--- config.mk ---
export PLATFORM = sky130hd
export DESIGN_NAME = apb_master_flat
export DESIGN_NICKNAME = d
export VERILOG_FILES = /design/src/rtl/apb_master_if.sv /design/src/rtl/apb_master.sv /design/src/flat_wrapper.sv
export SDC_FILE = /design/constraint.sdc
export NUM_CORES = 1
export LEC_CHECK = 0
export ABC_AREA = 1
export CORE_MARGIN = 5
export CORE_UTILIZATION = 43
export DETAILED_ROUTE_END_ITERATION = 12
export PLACE_DENSITY_LB_ADDON = 0.2
export SYNTH_ARGS = -nofsm -noshare
export SYNTH_HDL_FRONTEND = slang
export SYNTH_SLANG_ARGS = --single-unit
--- constraint.sdc ---
create_clock -name PCLK -period 2.9 [get_ports PCLK]
set_input_delay 0.725 -clock PCLK [delete_from_list [all_inputs] [get_ports PCLK]]
set_output_delay 0.725 -clock PCLK [all_outputs]
set_load 0.1 [all_outputs]
--- src/rtl/apb_master_if.sv ---
// Bundles the local command/response handshake and the APB bus signals of apb_master.
// The master modport is the requester's view; the slave modport serves the local client and the APB slave.
interface apb_master_if #(
    parameter int ADDR_W = 32,
    parameter int DATA_W = 32
);
    logic              cmd_valid;
    logic              cmd_ready;
    logic              cmd_write;
    logic [ADDR_W-1:0] cmd_addr;
    logic [DATA_W-1:0] cmd_wdata;

    logic              rsp_valid;
    logic [DATA_W-1:0] rsp_rdata;
    logic              rsp_err;

    logic              PSELx;
    logic              PENABLE;
    logic              PWRITE;
    logic [ADDR_W-1:0] PADDR;
    logic [DATA_W-1:0] PWDATA;
    logic              PREADY;
    logic [DATA_W-1:0] PRDATA;
    logic              PSLVERR;

    modport master (
        input  cmd_valid, cmd_write, cmd_addr, cmd_wdata,
        input  PREADY, PRDATA, PSLVERR,
        output cmd_ready, rsp_valid, rsp_rdata, rsp_err,
        output PSELx, PENABLE, PWRITE, PADDR, PWDATA
    );

    modport slave (
        output cmd_valid, cmd_write, cmd_addr, cmd_wdata,
        output PREADY, PRDATA, PSLVERR,
        input  cmd_ready, rsp_valid, rsp_rdata, rsp_err,
        input  PSELx, PENABLE, PWRITE, PADDR, PWDATA
    );
endinterface

--- src/rtl/apb_master.sv ---
// Single-outstanding APB requester: turns local commands into SETUP/ACCESS transfers,
// returns a one-cycle response pulse, and aborts transfers that wait longer than TIMEOUT.
module apb_master #(
    parameter int ADDR_W  = 32,
    parameter int DATA_W  = 32,
    parameter int TIMEOUT = 16
) (
    input  logic         PCLK,
    input  logic         PRESETn,
    apb_master_if.master bus
);
    localparam int CNT_W = (TIMEOUT > 1) ? $clog2(TIMEOUT + 1) : 1;
    localparam logic [CNT_W-1:0] CNT_LAST = CNT_W'((TIMEOUT > 0) ? TIMEOUT - 1 : 0);

    typedef enum logic [1:0] {
        ST_IDLE,
        ST_SETUP,
        ST_ACCESS
    } state_t;

    state_t            r_state;
    state_t            w_state_nxt;
    logic [CNT_W-1:0]  r_wait_cnt;
    logic [CNT_W-1:0]  w_wait_cnt_nxt;
    logic              w_accept;
    logic              w_done;
    logic              w_abort;
    logic              w_cmd_ready;

    logic              r_pwrite;
    logic [ADDR_W-1:0] r_paddr;
    logic [DATA_W-1:0] r_pwdata;
    logic              r_rsp_valid;
    logic              r_rsp_err;
    logic [DATA_W-1:0] r_rsp_rdata;

    // Saturating increment keeps a long wait from wrapping back under the limit when TIMEOUT=0.
    function automatic logic [CNT_W-1:0] sat_inc(input logic [CNT_W-1:0] v);
        return (&v) ? v : v + CNT_W'(1);
    endfunction

    always_ff @(posedge PCLK or negedge PRESETn) begin
        if (!PRESETn) begin
            r_state    <= ST_IDLE;
            r_wait_cnt <= '0;
        end else begin
            r_state    <= w_state_nxt;
            r_wait_cnt <= w_wait_cnt_nxt;
        end
    end

    always_comb begin
        w_state_nxt    = r_state;
        w_wait_cnt_nxt = r_wait_cnt;
        w_accept       = 1'b0;
        w_done         = 1'b0;
        w_abort        = 1'b0;
        w_cmd_ready    = 1'b0;
        case (r_state)
            ST_IDLE: begin
                w_cmd_ready = 1'b1;
                if (bus.cmd_valid) begin
                    w_accept       = 1'b1;
                    w_state_nxt    = ST_SETUP;
                    w_wait_cnt_nxt = '0;
                end
            end
            ST_SETUP: begin
                w_state_nxt = ST_ACCESS;
            end
            ST_ACCESS: begin
                if (bus.PREADY) begin
                    w_cmd_ready = 1'b1;
                    w_done      = 1'b1;
                    if (bus.cmd_valid) begin
                        w_accept       = 1'b1;
                        w_state_nxt    = ST_SETUP;
                        w_wait_cnt_nxt = '0;
                    end else begin
                        w_state_nxt = ST_IDLE;
                    end
                end else if ((TIMEOUT > 0) && (r_wait_cnt == CNT_LAST)) begin
                    // cmd_ready is already low here, so the abort edge never takes a new command.
                    w_abort     = 1'b1;
                    w_state_nxt = ST_IDLE;
                end else begin
                    w_wait_cnt_nxt = sat_inc(r_wait_cnt);
                end
            end
            default: begin
                w_state_nxt = ST_IDLE;
            end
        endcase
    end

    always_ff @(posedge PCLK or negedge PRESETn) begin
        if (!PRESETn) begin
            r_pwrite    <= 1'b0;
            r_paddr     <= '0;
            r_pwdata    <= '0;
            r_rsp_valid <= 1'b0;
            r_rsp_err   <= 1'b0;
            r_rsp_rdata <= '0;
        end else begin
            if (w_accept) begin
                r_pwrite <= bus.cmd_write;
                r_paddr  <= bus.cmd_addr;
                r_pwdata <= bus.cmd_wdata;
            end
            r_rsp_valid <= w_done | w_abort;
            r_rsp_err   <= w_done ? bus.PSLVERR : w_abort;
            r_rsp_rdata <= (w_done && !r_pwrite) ? bus.PRDATA : '0;
        end
    end

    assign bus.cmd_ready = w_cmd_ready;
    assign bus.PSELx     = (r_state != ST_IDLE);
    assign bus.PENABLE   = (r_state == ST_ACCESS);
    assign bus.PWRITE    = r_pwrite;
    assign bus.PADDR     = r_paddr;
    assign bus.PWDATA    = r_pwdata;
    assign bus.rsp_valid = r_rsp_valid;
    assign bus.rsp_err   = r_rsp_err;
    assign bus.rsp_rdata = r_rsp_rdata;
endmodule

--- src/flat_wrapper.sv ---
// flat-port wrapper written by rule: the top's interface ports become plain ports
module apb_master_flat 
#(
    parameter int ADDR_W  = 32,
    parameter int DATA_W  = 32,
    parameter int TIMEOUT = 16
)
  (PCLK, PRESETn, bus_cmd_valid, bus_cmd_write, bus_cmd_addr, bus_cmd_wdata, bus_PREADY, bus_PRDATA, bus_PSLVERR, bus_cmd_ready, bus_rsp_valid, bus_rsp_rdata, bus_rsp_err, bus_PSELx, bus_PENABLE, bus_PWRITE, bus_PADDR, bus_PWDATA);
  apb_master_if #(.ADDR_W(ADDR_W), .DATA_W(DATA_W)) bus_i ();
  input  logic PCLK;
  input  logic PRESETn;
  input wire logic [$bits(bus_i.cmd_valid)-1:0] bus_cmd_valid;
  input wire logic [$bits(bus_i.cmd_write)-1:0] bus_cmd_write;
  input wire logic [$bits(bus_i.cmd_addr)-1:0] bus_cmd_addr;
  input wire logic [$bits(bus_i.cmd_wdata)-1:0] bus_cmd_wdata;
  input wire logic [$bits(bus_i.PREADY)-1:0] bus_PREADY;
  input wire logic [$bits(bus_i.PRDATA)-1:0] bus_PRDATA;
  input wire logic [$bits(bus_i.PSLVERR)-1:0] bus_PSLVERR;
  output wire logic [$bits(bus_i.cmd_ready)-1:0] bus_cmd_ready;
  output wire logic [$bits(bus_i.rsp_valid)-1:0] bus_rsp_valid;
  output wire logic [$bits(bus_i.rsp_rdata)-1:0] bus_rsp_rdata;
  output wire logic [$bits(bus_i.rsp_err)-1:0] bus_rsp_err;
  output wire logic [$bits(bus_i.PSELx)-1:0] bus_PSELx;
  output wire logic [$bits(bus_i.PENABLE)-1:0] bus_PENABLE;
  output wire logic [$bits(bus_i.PWRITE)-1:0] bus_PWRITE;
  output wire logic [$bits(bus_i.PADDR)-1:0] bus_PADDR;
  output wire logic [$bits(bus_i.PWDATA)-1:0] bus_PWDATA;
  assign bus_i.cmd_valid = bus_cmd_valid;
  assign bus_i.cmd_write = bus_cmd_write;
  assign bus_i.cmd_addr = bus_cmd_addr;
  assign bus_i.cmd_wdata = bus_cmd_wdata;
  assign bus_i.PREADY = bus_PREADY;
  assign bus_i.PRDATA = bus_PRDATA;
  assign bus_i.PSLVERR = bus_PSLVERR;
  assign bus_cmd_ready = bus_i.cmd_ready;
  assign bus_rsp_valid = bus_i.rsp_valid;
  assign bus_rsp_rdata = bus_i.rsp_rdata;
  assign bus_rsp_err = bus_i.rsp_err;
  assign bus_PSELx = bus_i.PSELx;
  assign bus_PENABLE = bus_i.PENABLE;
  assign bus_PWRITE = bus_i.PWRITE;
  assign bus_PADDR = bus_i.PADDR;
  assign bus_PWDATA = bus_i.PWDATA;
  apb_master #(.ADDR_W(ADDR_W), .DATA_W(DATA_W), .TIMEOUT(TIMEOUT)) u_core (.PCLK(PCLK), .PRESETn(PRESETn), .bus(bus_i));
endmodule
# Word level (Yosys, flattened, before mapping)
# Cells that the tools add are included.
# op_classes
addsub	1
eq_ne	7
n_mux	21
bitwise_logic	1
n_reduce_logical	8
# op_table
op	count
two-way mux 32 bit	1
two-way mux 5 bit	4
case mux 5 bit (2 select lines)	1
two-way mux 1 bit	9
two-way mux 2 bit	3
!= test 3 bit (second input constant)	2
case mux 2 bit (3 select lines)	1
adder 5 x 1 -> 5 bit (second input constant)	1
== test 5 x 4 -> 1 bit (second input constant)	1
AND reduction 5 bit	1
case mux 1 bit (2 select lines)	2
nonzero test 2 bit	2
!= test 3 x 2 -> 1 bit (second input constant)	1
AND reduction 3 bit	1
== test 2 x 1 -> 1 bit (second input constant)	1
== test 2 bit (second input constant)	1
logical NOT 2 bit	1
!= test 2 bit (second input constant)	1
AND reduction 2 bit	1
logical AND 1 bit	1
logical NOT 1 bit	1
OR 1 bit	1
# totals
ff_bits	106
inputBits	102
out_inout_bits	102
elab_cells	46

# Longest topological paths before layout
# depth
depth_word	5
ltp_mapped	10
depth_no_buf	10

# Worst setup path after synthesis
# No wires, ideal clock.
# synth_path
path_kind	input port to output port
start	input port bus_PREADY
end	output port bus_cmd_ready
arrival_time_ns	1.484
path_slack_ns	0.691
stages	4
path_buffers	0
cell_sequence	inv_2 -> nand2_1 -> nand2_1 -> inv_1
# synth_via
elab_chain_cells	2
# synth_lines
element	line_no	text
start: declaration	flat_wrapper.sv:16	input wire logic [$bits(bus_i.PREADY)-1:0] bus_PREADY;
two-way mux 1 bit	apb_master.sv:72	if (bus.PREADY) begin
case mux 1 bit (2 select lines)	apb_master.sv:59	case (r_state)
end: declaration	flat_wrapper.sv:19	output wire logic [$bits(bus_i.cmd_ready)-1:0] bus_cmd_ready;
# No other way between the ends.

# Worst setup path in the final report
# Same ends and word-level chain as after synthesis.

==> metrics.md <==
| Metric | Value |
|---|---|
| Outcome | complete, no violations |
| Rel. slew slack | 0.3831 |
| Cells after Synth | 443 |
| H-tree depth | 3 |
| Post-Syn Area | 0.004105 mm² |
| Port bufs | 203 |
| Worst Setup Start Kind | primary input |
| Reg2reg setup slack | 1.14 ns |
| Pwr per Cell Area | 921.4 mW/mm² |
| Final nets | 749 |
| Path type of the worst min-delay path | primary input to async pin |
| Static Leak | 3.380 nW |
| Fin crit period | 2.502 ns |
| Design Power | 5.693 mW |
| Initial Utilization | 0.4422 |
| Clk pin slew, worst setup/hold paths | 0.09 ns |
| Max Buffers Root-to-Sink | 2 |
| Vias in the first global route | 3471 |
| FF+latch count, synth | 106 |
| Initial antenna violation count | 0 |
| Gr ovfl total | 0 |
| Gr usage total | 0.1843 |
| DP Area | 0.005984 mm² |
| Routed metal-1 wirelength | 4.085 mm |
| CP endpoint kind | primary output |
| Register area share after synthesis | 0.6461 |
| Final design utilization | 0.6655 |
| # diodes | 0 |
| Global-route wire length before repair | 16.82 mm |
| Half-perimeter wire length after placement | 8.018 mm |
| WL met2 | 4.916 mm |
| DR vias/cell | 4.404 |
| Largest net degree at the start of global routing | 68 |
| RSZ-0062 raised after global routing | false |
| Syn_nets | 548 |
| Commonest cells after routing, fill and taps aside | nand2_1 (215), buf_4 (106), dfrtp_1 (106), clkdlybuf4s50_1 (100), inv_1 (41) |
| GPL Wtd Cong | 0.8021 |
| Critical Path AT | 1.78 ns |
| Die width | 107.7 µm |
| Vias | 3422 |
| Yosys Warn Count | 0 |
| Post-synth cell types | 18 |
| Setup total negative slack | 0 ns |
| Antenna Nets Post-Route | 0 |
| Starting DRT DRC Count | 175 |
| Worst EP required | 2.17 ns |
| Clk_lat worst skew | 0.35 ns |
| Metal3 WL | 1.330 mm |
| DRC | 0 |
| Top sig layer | met4 |
| FP Rows | 35 |
| Worst Setup Path Type | primary input to primary output |
| WL final | 10.54 mm |
| Max-Cap Viols | 0 |
| Critical path origin | bus_PREADY |
| Hold WS | 0.4202 ns |
| Post-DR wirelength/cell | 13.57 µm |
| Synthesis-to-layout area growth | 50.50% |
| Slew Viols, Final | 0 |
| Peak supply drop | 0.0003698 V |
| Die area | 0.01160 mm² |
| CTS Sinks | 106 |
| Non-Filler Cell Area, Final | 0.006178 mm² |
| Final setup fails | 0 |
| Num CTS Buffers | 9 |
| TritonCTS clock tree | done |
| Layout cells sized above 1 | 0.2485 |
| Core ar. | 0.009284 mm² |
| Die H | 107.7 µm |
| FMAX | 399.7 MHz |
| Final Hold Fails | 0 |
| Worst-Margin Slew | 0.9254 ns |
| # resized after CTS | 0 |
| Reg2reg path depth | 10 |
| # IOs | 204 |
| Reg-to-reg endpoint | u_core.r_wait_cnt[2]$_DFFE_PN0P_ |
| Clock root buffer | clkbuf_8 |
| Filler Cells Inserted | 756 |
| Final setup skew | 0.01229 ns |
| Worst-path maximum fanout | 3 |
| Setup bufs post-CTS | 0 |
| Fin crit share | 0.8627 |
| Most common cell after layout, fill and taps aside | nand2_1 |
| DR pass1 iterations | 5 |
| Worst reg2reg path startpoint | u_core.r_wait_cnt[0]$_DFFE_PN0P_ |
| Syn_area_per_cell | 9.267 µm² |
| Hold_buf cts | 0 |
-- routing by layer --
layer | global-route usage | up-vias
li1 | - | 1695
met1 | 0.2154 | 1563
met2 | 0.2940 | 146
met3 | 0.08518 | 18
met4 | 0.07394 | 0
met5 | 0 | -
-- worst max-delay path by stage --
stage | end | slack, ns | cells after the start
floorplan | bus_cmd_ready | 0.69 | 4
global placement | bus_cmd_ready | 0.43 | 6
global route | bus_cmd_ready | 0.32 | 6
CTS | bus_cmd_ready | 0.40 | 6
finish | bus_cmd_ready | 0.40 | 6
detailed placement | u_core.r_wait_cnt[1]$_DFFE_PN0P_ | 0.36 | 7
-- where the power goes --
part	switching, mW	internal, mW
combinational	2.33	0.587
sequential	0.151	1.73
clock	0.473	0.419
total	2.95	2.74
-- metrics by stage --
step | std cells | worst slack, ns
6_report | 777 | 0.3981
5_1_grt | 777 | 0.3219
4_1_cts | 777 | 0.3985
3_5_place_dp | 762 | 0.3612
3_3_place_gp | 762 | 0.4274
2_1_floorplan | 443 | 0.6912
-- worst max-delay path, cell delays in order --
cell             delay (ns)
clkdlybuf4s50_1        0.52
inv_2                  0.06
nand2_1                0.11
nand2_1                0.08
inv_1                  0.10
buf_12                 0.18
-- logic make-up after synthesis --
family | after synthesis | share of synthesized area
AO/OA/AOI/OAI | 6 | 0.007922
AND/OR/NAND/NOR | 265 | 0.2655
adder cells (fa/ha/maj) | 3 | 0.009145
buffers and inverters | 63 | 0.07132
flip-flops | 106 | 0.6461
-- layout make-up --
cell class              instances  area, µm²  share of cell area
clock buffers                  11      141.4             0.02288
clock inverters                 4      52.55            0.008505
inverters                      45      168.9             0.02734
multi-input cells             274       1165              0.1885
flip-flops and latches        106       2653              0.4293
well taps                     129      161.4             0.02612
repair buffers                208       1837              0.2973
-- registers in the layout, indices dropped and copies added, names as in the netlist --
signal and cells:
u_core.bus.PADDR 32, u_core.bus.PWDATA 32, u_core.bus.rsp_rdata 32, u_core.r_wait_cnt 5
u_core.r_state 2, u_core.bus.PWRITE 1, u_core.bus.rsp_err 1, u_core.bus.rsp_valid 1
-- synthesized netlist by cell type --
master	count	share of area
inv_2	3	0.0027
nor2_1	8	0.0073
nand3_1	8	0.0098
buf_4	5	0.0091
nand2_2	1	0.0015
buf_2	6	0.0073
clkbuf_1	3	0.0027
or2_2	1	0.0015
nor2_2	31	0.047
a21oi_1	1	0.0012
inv_1	42	0.038
ha_1	3	0.0091
buf_6	4	0.011
o22ai_1	2	0.0030
nand2_1	215	0.20
or2_1	1	0.0015
o21ai_0	3	0.0037
dfrtp_1	106	0.65
No activity file was read; power rests on OpenSTA's default activity.
